**src/rtl/sram_axi4_rd_master.sv**
```systemverilog
// AXI4 read master: one request -> one AR burst -> R beats through a 1-entry buffer -> valid/ready stream, then o_done/o_err.
// Request to first data 3 cycles, 1 beat/cycle sustained, R stalls on a full undrained buffer; watchdog under SRAM_AXI4_RD_MASTER_TIMEOUT_EN.
module sram_axi4_rd_master #(
  parameter int              ID_W    = 4,
  parameter logic [ID_W-1:0] REQ_ID  = ID_W'(1),
  parameter int              TIMEOUT = 255
) (
  input  logic            i_aclk,
  input  logic            i_areset_n,
  input  logic            i_req_valid,
  output logic            o_req_ready,
  input  logic [7:0]      i_req_addr,
  input  logic [7:0]      i_req_len,
  input  logic [1:0]      i_req_burst,
  output logic            o_dat_valid,
  input  logic            i_dat_ready,
  output logic [63:0]     o_dat_data,
  output logic            o_dat_last,
  output logic            o_done,
  output logic [2:0]      o_err,
  output logic            o_busy,
  output logic [ID_W-1:0] o_arid,
  output logic [7:0]      o_araddr,
  output logic [7:0]      o_arlen,
  output logic [2:0]      o_arsize,
  output logic [1:0]      o_arburst,
  output logic [1:0]      o_arlock,
  output logic [3:0]      o_arcache,
  output logic [2:0]      o_arprot,
  output logic [3:0]      o_arqos,
  output logic [3:0]      o_arregion,
  output logic [ID_W-1:0] o_aruser,
  output logic            o_arvalid,
  input  logic            i_arready,
  output logic            o_rready,
  input  logic [ID_W-1:0] i_rid,
  input  logic [63:0]     i_rdata,
  input  logic [1:0]      i_rresp,
  input  logic            i_rlast,
  input  logic [ID_W-1:0] i_ruser,
  input  logic            i_rvalid
);

  typedef enum logic [1:0] {IDLE, ADDR, DATA, DONE} state_e;

  state_e      state_q;
  logic        req_rdy_q, arvalid_q, done_q, buf_vld_q, buf_last_q;
  logic [7:0]  addr_q, len_q, cnt_q;
  logic [1:0]  burst_q;
  logic [2:0]  err_q;
  logic [63:0] buf_dat_q;
  logic        req_hs, ar_hs, r_hs, out_hs, rready, beat_last, proto_bad, wd_fire;

  assign rready    = (state_q == DATA) && (!buf_vld_q || i_dat_ready);
  assign req_hs    = i_req_valid && req_rdy_q;
  assign ar_hs     = arvalid_q && i_arready;
  assign r_hs      = rready && i_rvalid;
  assign out_hs    = buf_vld_q && i_dat_ready;
  assign beat_last = (cnt_q == len_q);
  assign proto_bad = (i_rlast != beat_last) || (i_rid != REQ_ID);

`ifdef SRAM_AXI4_RD_MASTER_TIMEOUT_EN
  logic [7:0] wd_q;

  // Fires so that o_done lands TIMEOUT cycles after the last handshake.
  assign wd_fire = ((state_q == ADDR) || (state_q == DATA)) && !ar_hs && !r_hs &&
                   ((wd_q + 8'd2) == 8'(TIMEOUT));

  always_ff @(posedge i_aclk or negedge i_areset_n) begin
    if (!i_areset_n) begin
      wd_q <= '0;
    end else if (req_hs || ar_hs || r_hs || !((state_q == ADDR) || (state_q == DATA))) begin
      wd_q <= '0;
    end else begin
      wd_q <= wd_q + 8'd1;
    end
  end
`else
  logic unused_ok;
  assign wd_fire   = 1'b0;
  assign unused_ok = ^{i_ruser, 8'(TIMEOUT)};
`endif

  always_ff @(posedge i_aclk or negedge i_areset_n) begin
    if (!i_areset_n) begin
      state_q    <= IDLE;
      req_rdy_q  <= 1'b0;
      arvalid_q  <= 1'b0;
      done_q     <= 1'b0;
      buf_vld_q  <= 1'b0;
      buf_last_q <= 1'b0;
      buf_dat_q  <= '0;
      addr_q     <= '0;
      len_q      <= '0;
      cnt_q      <= '0;
      burst_q    <= '0;
      err_q      <= '0;
    end else begin
      done_q <= 1'b0;
      if (r_hs) begin
        buf_vld_q  <= 1'b1;
        buf_dat_q  <= i_rdata;
        buf_last_q <= beat_last;
      end else if (out_hs) begin
        buf_vld_q  <= 1'b0;
        buf_last_q <= 1'b0;
      end
      case (state_q)
        IDLE: begin
          req_rdy_q <= 1'b1;
          if (req_hs) begin
            req_rdy_q <= 1'b0;
            addr_q    <= i_req_addr;
            len_q     <= i_req_len;
            burst_q   <= (i_req_burst == 2'b11) ? 2'b01 : i_req_burst;
            cnt_q     <= '0;
            err_q     <= '0;
            arvalid_q <= 1'b1;
            state_q   <= ADDR;
          end
        end
        ADDR: begin
          if (wd_fire) begin
            arvalid_q <= 1'b0;
            err_q[2]  <= 1'b1;
            done_q    <= 1'b1;
            state_q   <= DONE;
          end else if (ar_hs) begin
            arvalid_q <= 1'b0;
            state_q   <= DATA;
          end
        end
        DATA: begin
          if (r_hs) begin
            cnt_q <= cnt_q + 8'd1;
            err_q <= err_q | {proto_bad, i_rresp};
            if (beat_last) state_q <= DONE;
          end else if (wd_fire) begin
            // Abandon the burst: whatever sits in the buffer is dropped.
            buf_vld_q  <= 1'b0;
            buf_last_q <= 1'b0;
            err_q[2]   <= 1'b1;
            done_q     <= 1'b1;
            state_q    <= DONE;
          end
        end
        DONE: begin
          if (done_q) begin
            req_rdy_q <= 1'b1;
            state_q   <= IDLE;
          end else if (!buf_vld_q || out_hs) begin
            done_q <= 1'b1;
          end
        end
        default: state_q <= IDLE;
      endcase
    end
  end

  assign o_req_ready = req_rdy_q;
  assign o_dat_valid = buf_vld_q;
  assign o_dat_data  = buf_dat_q;
  assign o_dat_last  = buf_last_q;
  assign o_done      = done_q;
  assign o_err       = err_q;
  assign o_busy      = (state_q != IDLE);
  assign o_arid      = REQ_ID;
  assign o_araddr    = addr_q;
  assign o_arlen     = len_q;
  assign o_arsize    = 3'b011;
  assign o_arburst   = burst_q;
  assign o_arlock    = '0;
  assign o_arcache   = '0;
  assign o_arprot    = '0;
  assign o_arqos     = '0;
  assign o_arregion  = '0;
  assign o_aruser    = '0;
  assign o_arvalid   = arvalid_q;
  assign o_rready    = rready;

endmodule

```
**config.mk**
```make
export PLATFORM = sky130hd
export DESIGN_NAME = sram_axi4_rd_master
export DESIGN_NICKNAME = d
export VERILOG_FILES = /design/src/rtl/sram_axi4_rd_master.sv
export SDC_FILE = /design/constraint.sdc
export NUM_CORES = 1
export LEC_CHECK = 0
export CORE_ASPECT_RATIO = 0.5
export CORE_MARGIN = 1
export CORE_UTILIZATION = 37
export DETAILED_ROUTE_END_ITERATION = 12
export GPL_ROUTABILITY_DRIVEN = 0
export GPL_TIMING_DRIVEN = 0
export PLACE_DENSITY = 0.78
export SLEW_MARGIN = 20
export SYNTH_ARGS = -nofsm -noshare
export SYNTH_HDL_FRONTEND = slang
export SYNTH_SLANG_ARGS = --single-unit
```
**constraint.sdc**
```tcl
create_clock -name i_aclk -period 1.9 [get_ports i_aclk]
set_input_delay 0.285 -clock i_aclk [delete_from_list [all_inputs] [get_ports i_aclk]]
set_output_delay 0.285 -clock i_aclk [all_outputs]
set_load 0.01 [all_outputs]
```
Yosys cells after proc, flatten, opt, wreduce, memory -nomap -nowiden
Cells that the tools add are included.

storage, ports and cells
  flip-flop bits (word level) = 100
  bits in latches = 0
  bits in writable memories = 0
  bits in read-only memories = 0
  input port bits = 99
  output and inout port bits = 120
  logic and storage cells = 73
  memories = 0

cells by class
  add/subtract/negate cells = 1
  $mul = 0
  divide/modulo/power cells = 0
  magnitude comparators = 0
  eq/ne operators = 12
  shift operators = 0
  mux-type cells = 27
  bitwise gates (word level) = 1
  reductions and logical operators = 20

operators with widths
  kind                                                                      number
  8-bit 2-to-1 mux                                                          2
  8-bit case mux with 2 select lines                                        1
  2-bit 2-to-1 mux                                                          7
  1-bit 2-to-1 mux                                                          11
  2-bit inequality test (second input constant)                             5
  2-bit nonzero test                                                        5
  8-bit by 1-bit adder with 8-bit output (second input constant)            1
  8-bit == test                                                             1
  2-bit case mux with 4 select lines                                        1
  2-bit == test (second input constant)                                     3
  1-bit case mux with 2 select lines                                        3
  3-bit AND reduction                                                       2
  1-bit logical AND                                                         5
  5-bit AND reduction                                                       1
  4-bit by 1-bit inequality test with 1-bit output (second input constant)  1
  2-bit case mux with 2 select lines                                        1
  2-bit AND reduction                                                       2
  1-bit logical OR                                                          3
  3-bit 2-to-1 mux                                                          1
  3-bit OR                                                                  1
  2-bit by 1-bit == test with 1-bit output (second input constant)          1
  2-bit logical NOT                                                         1
  1-bit logical NOT                                                         1
  1-bit inequality test                                                     1

Logic depth before layout (Yosys ltp)
Gate-level depths: netlist of the first run.

  depth in word-level cells = 6
  mapped depth = 7
  depth with buffers taken out = 6

Worst setup path after synthesis of the first run
OpenSTA, ideal clock, no wires.

  kind = flip-flop to flip-flop
  from = register state_q[0]
  to = register state_q[1]
  library setup time = 124 ps
  arrival = 1734 ps
  data required time = 1776 ps
  slack = 42 ps
  cell stages (with the launch flop) = 7
  buffers on the path = 0
  clock period less this slack = 1858 ps
  cell sequence = dfrtp_1 -> inv_1 -> ha_1 -> a21boi_1 -> or3_4 -> a221o_1 -> a211o_1

on the way
  cells in the longest elaborated chain, start to end = 5
  elaborated cells between the ends (all ways) = 13
  those cells by class = eq/ne (8); mux (1); reduce/logical (4)

ends and longest elaborated chain
  item                             RTL line  source
  from (decl)                      46        state_e state_q;
  from (signal assigned)           86        state_q <= IDLE;
  from (signal assigned)           119       state_q <= ADDR;
  from (signal assigned)           127       state_q <= DONE;
  2-bit == test                    54, 108
  1-bit logical AND                54        assign rready = (state_q == DATA) && (!buf_vld_q || i_dat_ready);
  1-bit logical AND                57        assign r_hs = rready && i_rvalid;
  2-bit inequality test (no line)  -
  5-bit AND reduction (no line)    -

Parallel ways exist; a longest one is shown, timed or not.
A chain may end at the register's enable or synchronous reset.

Worst setup path after layout of the first run
  from = register state_q[1]
  to = register state_q[1]

The elaborated chain is that of the path after synthesis.

==> results of run 1 <==
[final cells by class]
cell class / instances / area share (%)
plain buffers: 40 / 3.95
clock buffers: 11 / 3.34
clock inverters: 5 / 0.753
inverters: 5 / 0.269
multi-input cells: 211 / 25.4
flip-flops and latches: 100 / 35.9
well taps: 159 / 2.85
repair buffers: 191 / 27.5
[metrics by stage]
step / cell area [um^2] / hold slack [ps] / power, mW / util [%] / instances
after floorplan: 4520 / -10.6 / 6.42 / - / 356
after global placement: 6580 / 463 / 9.06 / 58.1 / 701
after detailed placement: 6610 / 250 / 9.23 / 58.4 / 702
after CTS: 6940 / 467 / 11.1 / 61.3 / 720
after global routing: 6980 / 504 / 11.8 / 61.6 / 722
final: 6980 / 467 / 11.1 / 61.6 / 722
[power by group]
part | leakage (nW) | internal [mW] | switching, mW
registers | 1.18 | 3.18 | 0.675
logic | 1.68 | 3.29 | 2.16
clock network | 0.139 | 1.02 | 0.777
total | 2.99 | 7.49 | 3.61
[kinds of logic after synthesis]
family	count (synthesis)	share of synthesized area [%]
flops	100	56.6
buf+inv	45	6.43
compound gates	26	4.47
xor+xnor	8	1.59
mux	84	21.3
fa+ha+maj	5	1.42
simple gates	60	7.98
other cells	2	0.170
[layer usage]
metal | wire [um] | GRT usage, %
met5 | 0 | 0
met4 | 212 | 6.57
met3 | 435 | 4.80
met2 | 6140 | 34.6
met1 | 4440 | 21.0
[state kept, by name, summed over array words and instances, names as in the netlist]
name and cells:
cnt_q 8, o_arvalid 1, o_dat_valid 1, o_arburst 2
o_req_ready 1, o_err 3, o_dat_last 1, o_dat_data 64
o_araddr 8, o_arlen 8, o_done 1, state_q 2
[worst reg2reg max path: cells and delay by family (launching register included)]
family                   cells  cell delay, ps
AO/OA/AOI/OAI                3             690
AND/OR/NAND/NOR              1             420
buffers and inverters        1              90
flip-flops                   1             420
adder cells (fa/ha/maj)      1             190
[worst min path at each step]
stage	start	to	slack [ps]	depth (start not counted)
detailed placement	i_areset_n	o_err[1]	250	1
floorplan	i_areset_n	cnt_q[0]	-10	0
CTS	i_areset_n	cnt_q[6]	470	2
finish	i_areset_n	cnt_q[6]	470	2
global placement	o_arburst[1]	o_arburst[1]	460	2
global route	i_areset_n	o_err[1]	500	2
[layout by cell type (no fill, tap or decap), types with 2 or more instances in the layout]
master	count
clkinv_2	3
clkdlybuf4s50_1	183
xnor2_1	8
conb_1	28
inv_1	2
dfrtp_1	100
and3_1	4
nand4_1	4
o21ai_0	6
o21a_1	2
nor3_1	2
nand2_1	14
dlygate4sd2_1	2
a21boi_1	2
clkbuf_2	2
clkbuf_1	4
ha_1	2
nand2b_1	8
buf_2	5
nor4_1	4
mux2i_1	3
a211o_1	3
inv_2	3
nand3_1	5
ha_2	2
and4_1	2
mux2_2	81
nor2_1	6
clkbuf_16	9
buf_4	34
[what timing repair did]
| action | in CTS | in global routing |
|---|---|---|
| buffers inserted | 1 | 2 |
| hold buffers | 1 | 0 |
| resized for setup | 14 | 6 |
| pin swaps | 2 | 2 |
| setup endpoints to repair | 33 | 14 |
| endpoints found under the hold margin | 45 | 0 |
==> results.json, run 1 <==
{
  "status": "complete, but fails checks",
  "failed_checks": "negative setup slack",
  "cts_sinks": 100,
  "area_growth_pct": 57.9,
  "setup_violations": 1,
  "gr-total-overflow": 0,
  "row_count": 27,
  "grt_pass1_wl_um": 17600,
  "yosysTopAreaCell": "dfrtp_1",
  "slowest_delay_ps": 420,
  "path_clk_slew_ps": 70,
  "worst_pin_slew_ps": 559,
  "synth_top_area_share_pct": 56.6,
  "power_density_nw_per_um2": 1590,
  "setup_ws_ps": -7.04,
  "nFillCells": 888,
  "htreeDepth": 3,
  "syn_area_um2": 4420,
  "cts_tree": "yes",
  "ys_warn_count": 0,
  "startpoint_type": "flip-flop",
  "grt_max_degree": 56,
  "vias_per_cell": 4.61,
  "worst-r2r-cell-count": 6,
  "fin_crit_sh_pct": 100,
  "path_buf_inv": 1,
  "nets": 662,
  "wirelength_um": 11200,
  "start_util_pct": 39.0,
  "drc_errors": 0,
  "crit_chain": "inv_2 -> ha_2 -> a21boi_1 -> or3_4 -> a221o_1 -> a211o_1",
  "cpLargestDelayFamily": "compound AO/OA/AOI/OAI gates",
  "cp.depth": 6,
  "synth_area_leaders": "dfrtp_1 (57%), mux2_2 (21%), buf_4 (4.8%)",
  "relSlewSlack_pct": 62.7,
  "synth_edf_count": 0,
  "fmaxAchievable_mhz": 524,
  "syn_avg_cell_area_um2": 13.4,
  "cts_root_buffer": "clkbuf_16",
  "dr.pass1.iters": 4,
  "ys_async_sr_fraction_pct": 100,
  "path_max_fanout": 4,
  "ff_latch_area_um2": 2500,
  "grtUsageTotal_pct": 18.7,
  "drv_cap": 0,
  "clock_latency_ps": 340,
  "ys_seq_area_share_pct": 56.6,
  "cts_buffers": 9,
  "drv_slew": 0,
  "antenna_found_initial": 0,
  "endpoint_kind": "flip-flop",
  "syn-instance-count": 330,
  "cp.required_ps": 2130,
  "critPathKind": "flip-flop to flip-flop",
  "dieWidth_um": 157,
  "dp_hpwl_um": 8560,
  "layout-drive-gt1-share_pct": 27.2,
  "p_leak_nw": 2.99,
  "port_buffers": 186,
  "cp-endpoint": "state_q[1]",
  "synth_common_cells": "dfrtp_1 (100), mux2_2 (81), buf_4 (28), nand2_1 (14)",
  "synthFlopType": "dfrtp_1",
  "grt_pass1_vias": 3374,
  "num_io_pins": 219,
  "r2r-start": "state_q[1]",
  "period_minus_slack_ps": 1910,
  "fin_tns_setup_ps": -7.04,
  "routedWlPerCell_um": 15.6,
  "cp-startpoint": "state_q[1]",
  "r2r-end": "state_q[1]",
  "antenna_left": 0,
  "dr_total_vias": 3327,
  "multi_input_area_um2": 1780,
  "clockBufferDepth": 2,
  "yosysMostFrequentCell": "dfrtp_1",
  "clock_skew_ps": 6.12,
  "die_height_um": 79.3,
  "reg2reg_slack_ps": -7,
  "place_ws_ps": -443,
  "cp_slowest_cell": "dfrtp_1",
  "n_antenna_cell": 0,
  "cp_data_arrival_time_ps": 2140,
  "synth-seq-cells": 100,
  "dieArea_um2": 12400,
  "drt_iter0_markers": 102,
  "rsz0062_at_grt": "yes",
  "yosysUniqueCellTypes": 44,
  "min_path_type": "input pin to async pin",
  "coreArea_um2": 11300,
  "max-vdd-ir-drop_v": 0.000632,
  "hold_viol_final": 0
}
Power figures use the tool's default switching activity.
==> run 2: changes to the inputs <==
--- a/config.mk
+++ b/config.mk
@@ -12,6 +12,7 @@
 export GPL_ROUTABILITY_DRIVEN = 0
 export GPL_TIMING_DRIVEN = 0
 export PLACE_DENSITY = 0.78
+export SETUP_SLACK_MARGIN = 0.2
 export SLEW_MARGIN = 20
 export SYNTH_ARGS = -nofsm -noshare
 export SYNTH_HDL_FRONTEND = slang
==> run 2 against run 1 <==
The run now ends clean; sequential cell count is the same; combinational power grew 2%; fmax grew 0.77%; clock skew grew 0.93 ps; power grew 1.2%; critical path depth shrank 1; largest cell class unchanged.
==> results.json, run 2 (same netlist as run 1, synthesis figures left out) <==
{
  "startpoint_type": "flip-flop",
  "place_ws_ps": -384,
  "wl_met1_um": 4650,
  "cts_tree": "yes",
  "endpoint_kind": "flip-flop",
  "power_density_nw_per_um2": 1590,
  "start_util_pct": 39.0,
  "p_leak_nw": 3.02,
  "port_buffers": 186,
  "final_core_util_pct": 62.5,
  "grt_pass1_wl_um": 17900,
  "cp.required_ps": 2130,
  "path_clk_slew_ps": 70,
  "grt_max_degree": 76,
  "htreeDepth": 3,
  "mostFrequentLayoutCell": "clkdlybuf4s50_1",
  "setup_violations": 0,
  "drt_iter0_markers": 105,
  "max-vdd-ir-drop_v": 0.000584,
  "path_max_fanout": 5,
  "pwr-share-clk_pct": 15.9,
  "dieWidth_um": 157,
  "met3_wirelength_um": 487,
  "n_antenna_cell": 0,
  "setup_ws_ps": 7.45,
  "die_height_um": 79.3,
  "critPathKind": "flip-flop to flip-flop",
  "dr.pass1.iters": 4,
  "dr_total_vias": 3353,
  "coreArea_um2": 11300,
  "gr-total-overflow": 0,
  "drv_slew": 0,
  "cts_buffers": 9,
  "dp_hpwl_um": 8440,
  "cp_data_arrival_time_ps": 2120,
  "layout-drive-gt1-share_pct": 29.6,
  "routedWlPerCell_um": 15.7,
  "vias_per_cell": 4.63,
  "clock_skew_ps": 7.04,
  "grt_pass1_vias": 3446,
  "clockBufferDepth": 2,
  "power.internal_mw": 7.54,
  "largest_register_ffs": 64,
  "period_minus_slack_ps": 1890,
  "cts_root_buffer": "clkbuf_16",
  "grtUsageTotal_pct": 19.0,
  "status": "complete, no violations",
  "p_sw_share_pct": 32.8,
  "drc_errors": 0,
  "placed_area_um2": 6650,
  "nets": 664,
  "power_frac_comb_pct": 49.6,
  "fin_area_um2": 7070,
  "row_count": 27,
  "dieArea_um2": 12400,
  "num_io_pins": 219,
  "power.switching_mw": 3.69,
  "antenna_left": 0,
  "cts_sinks": 100,
  "wl_met2_um": 6080,
  "fmaxAchievable_mhz": 528,
  "drv_cap": 0,
  "wirelength_um": 11400,
  "clock_latency_ps": 340,
  "antenna_found_initial": 0,
  "seq_power_share_pct": 34.5,
  "min_path_type": "input pin to async pin",
  "top_layer_used": "met4",
  "hold_viol_final": 0,
  "final_cell_mix": "clkdlybuf4s50_1 (183), dfrtp_1 (99), mux2_2 (81)",
  "fin_tns_setup_ps": 0,
  "area_growth_pct": 60.1,
  "fin_crit_sh_pct": 99.6,
  "rsz0062_at_grt": "yes"
}
## run 2: metal layers
layer  global-route usage (%)  up-vias
met4                     6.37        0
li1                         -     1571
met5                        0        -
met1                     21.7     1669
met3                     4.64       14
met2                     34.9       99
## run 2: timing repair
item	CTS	global route
hold buffers	1	0
setup endpoints to repair	98	72
resized for setup	17	26
pin swaps	5	3
setup buffers	3	2
hold endpoints to repair	25	0
## run 2: cell type report
type	count	area, um^2
repair buffers	193	1940
clock inverters	4	22.5
plain buffers	40	295
inverters	5	21.3
well taps	159	199
fillers	875	4240
clock buffers	12	267
flip-flops and latches	100	2500
multi-input cells	211	1830
## run 2: path summary, 6_finish.rpt
| path | from | to | slack [ps] | cells past startpoint |
|---|---|---|---|---|
| setup / recovery | state_q[0] | state_q[1] | 7 | 5 |
| hold / removal | i_areset_n | o_dat_data[35] | 370 | 2 |
| setup reg to reg | state_q[0] | state_q[1] | 7 | 5 |
| hold reg to reg | o_arburst[1] | o_arburst[1] | 490 | 2 |
| max in group asynchronous | i_areset_n | o_dat_data[6] | 880 | 3 |
| min in group i_aclk | o_arburst[1] | o_arburst[1] | 490 | 2 |
## run 2: worst max-delay path, stage by stage, from the launching register on
cell,delay (ps)
dfrtp_2,460
ha_2,210
nor2b_4,140
or3_4,400
a221o_1,340
a211o_1,230
## run 2: power groups by stage
stage | Sequential [mW] | Combinational [mW] | Clock (mW)
3_5_place_dp | 3.89 | 5.37 | 0
4_1_cts | 3.87 | 5.52 | 1.83
3_3_place_gp | 3.83 | 5.27 | 0
2_1_floorplan | 4.27 | 2.21 | 0
6_report | 3.88 | 5.57 | 1.78
5_1_grt | 4.01 | 5.96 | 1.91
## run 2: stage by stage
step	power, mW	instances	hold slack, ps
final	11.2	724	373
after global routing	11.9	724	391
after CTS	11.2	722	364
after detailed placement	9.26	702	169
after global placement	9.09	701	464
after floorplan	6.47	356	-10.6
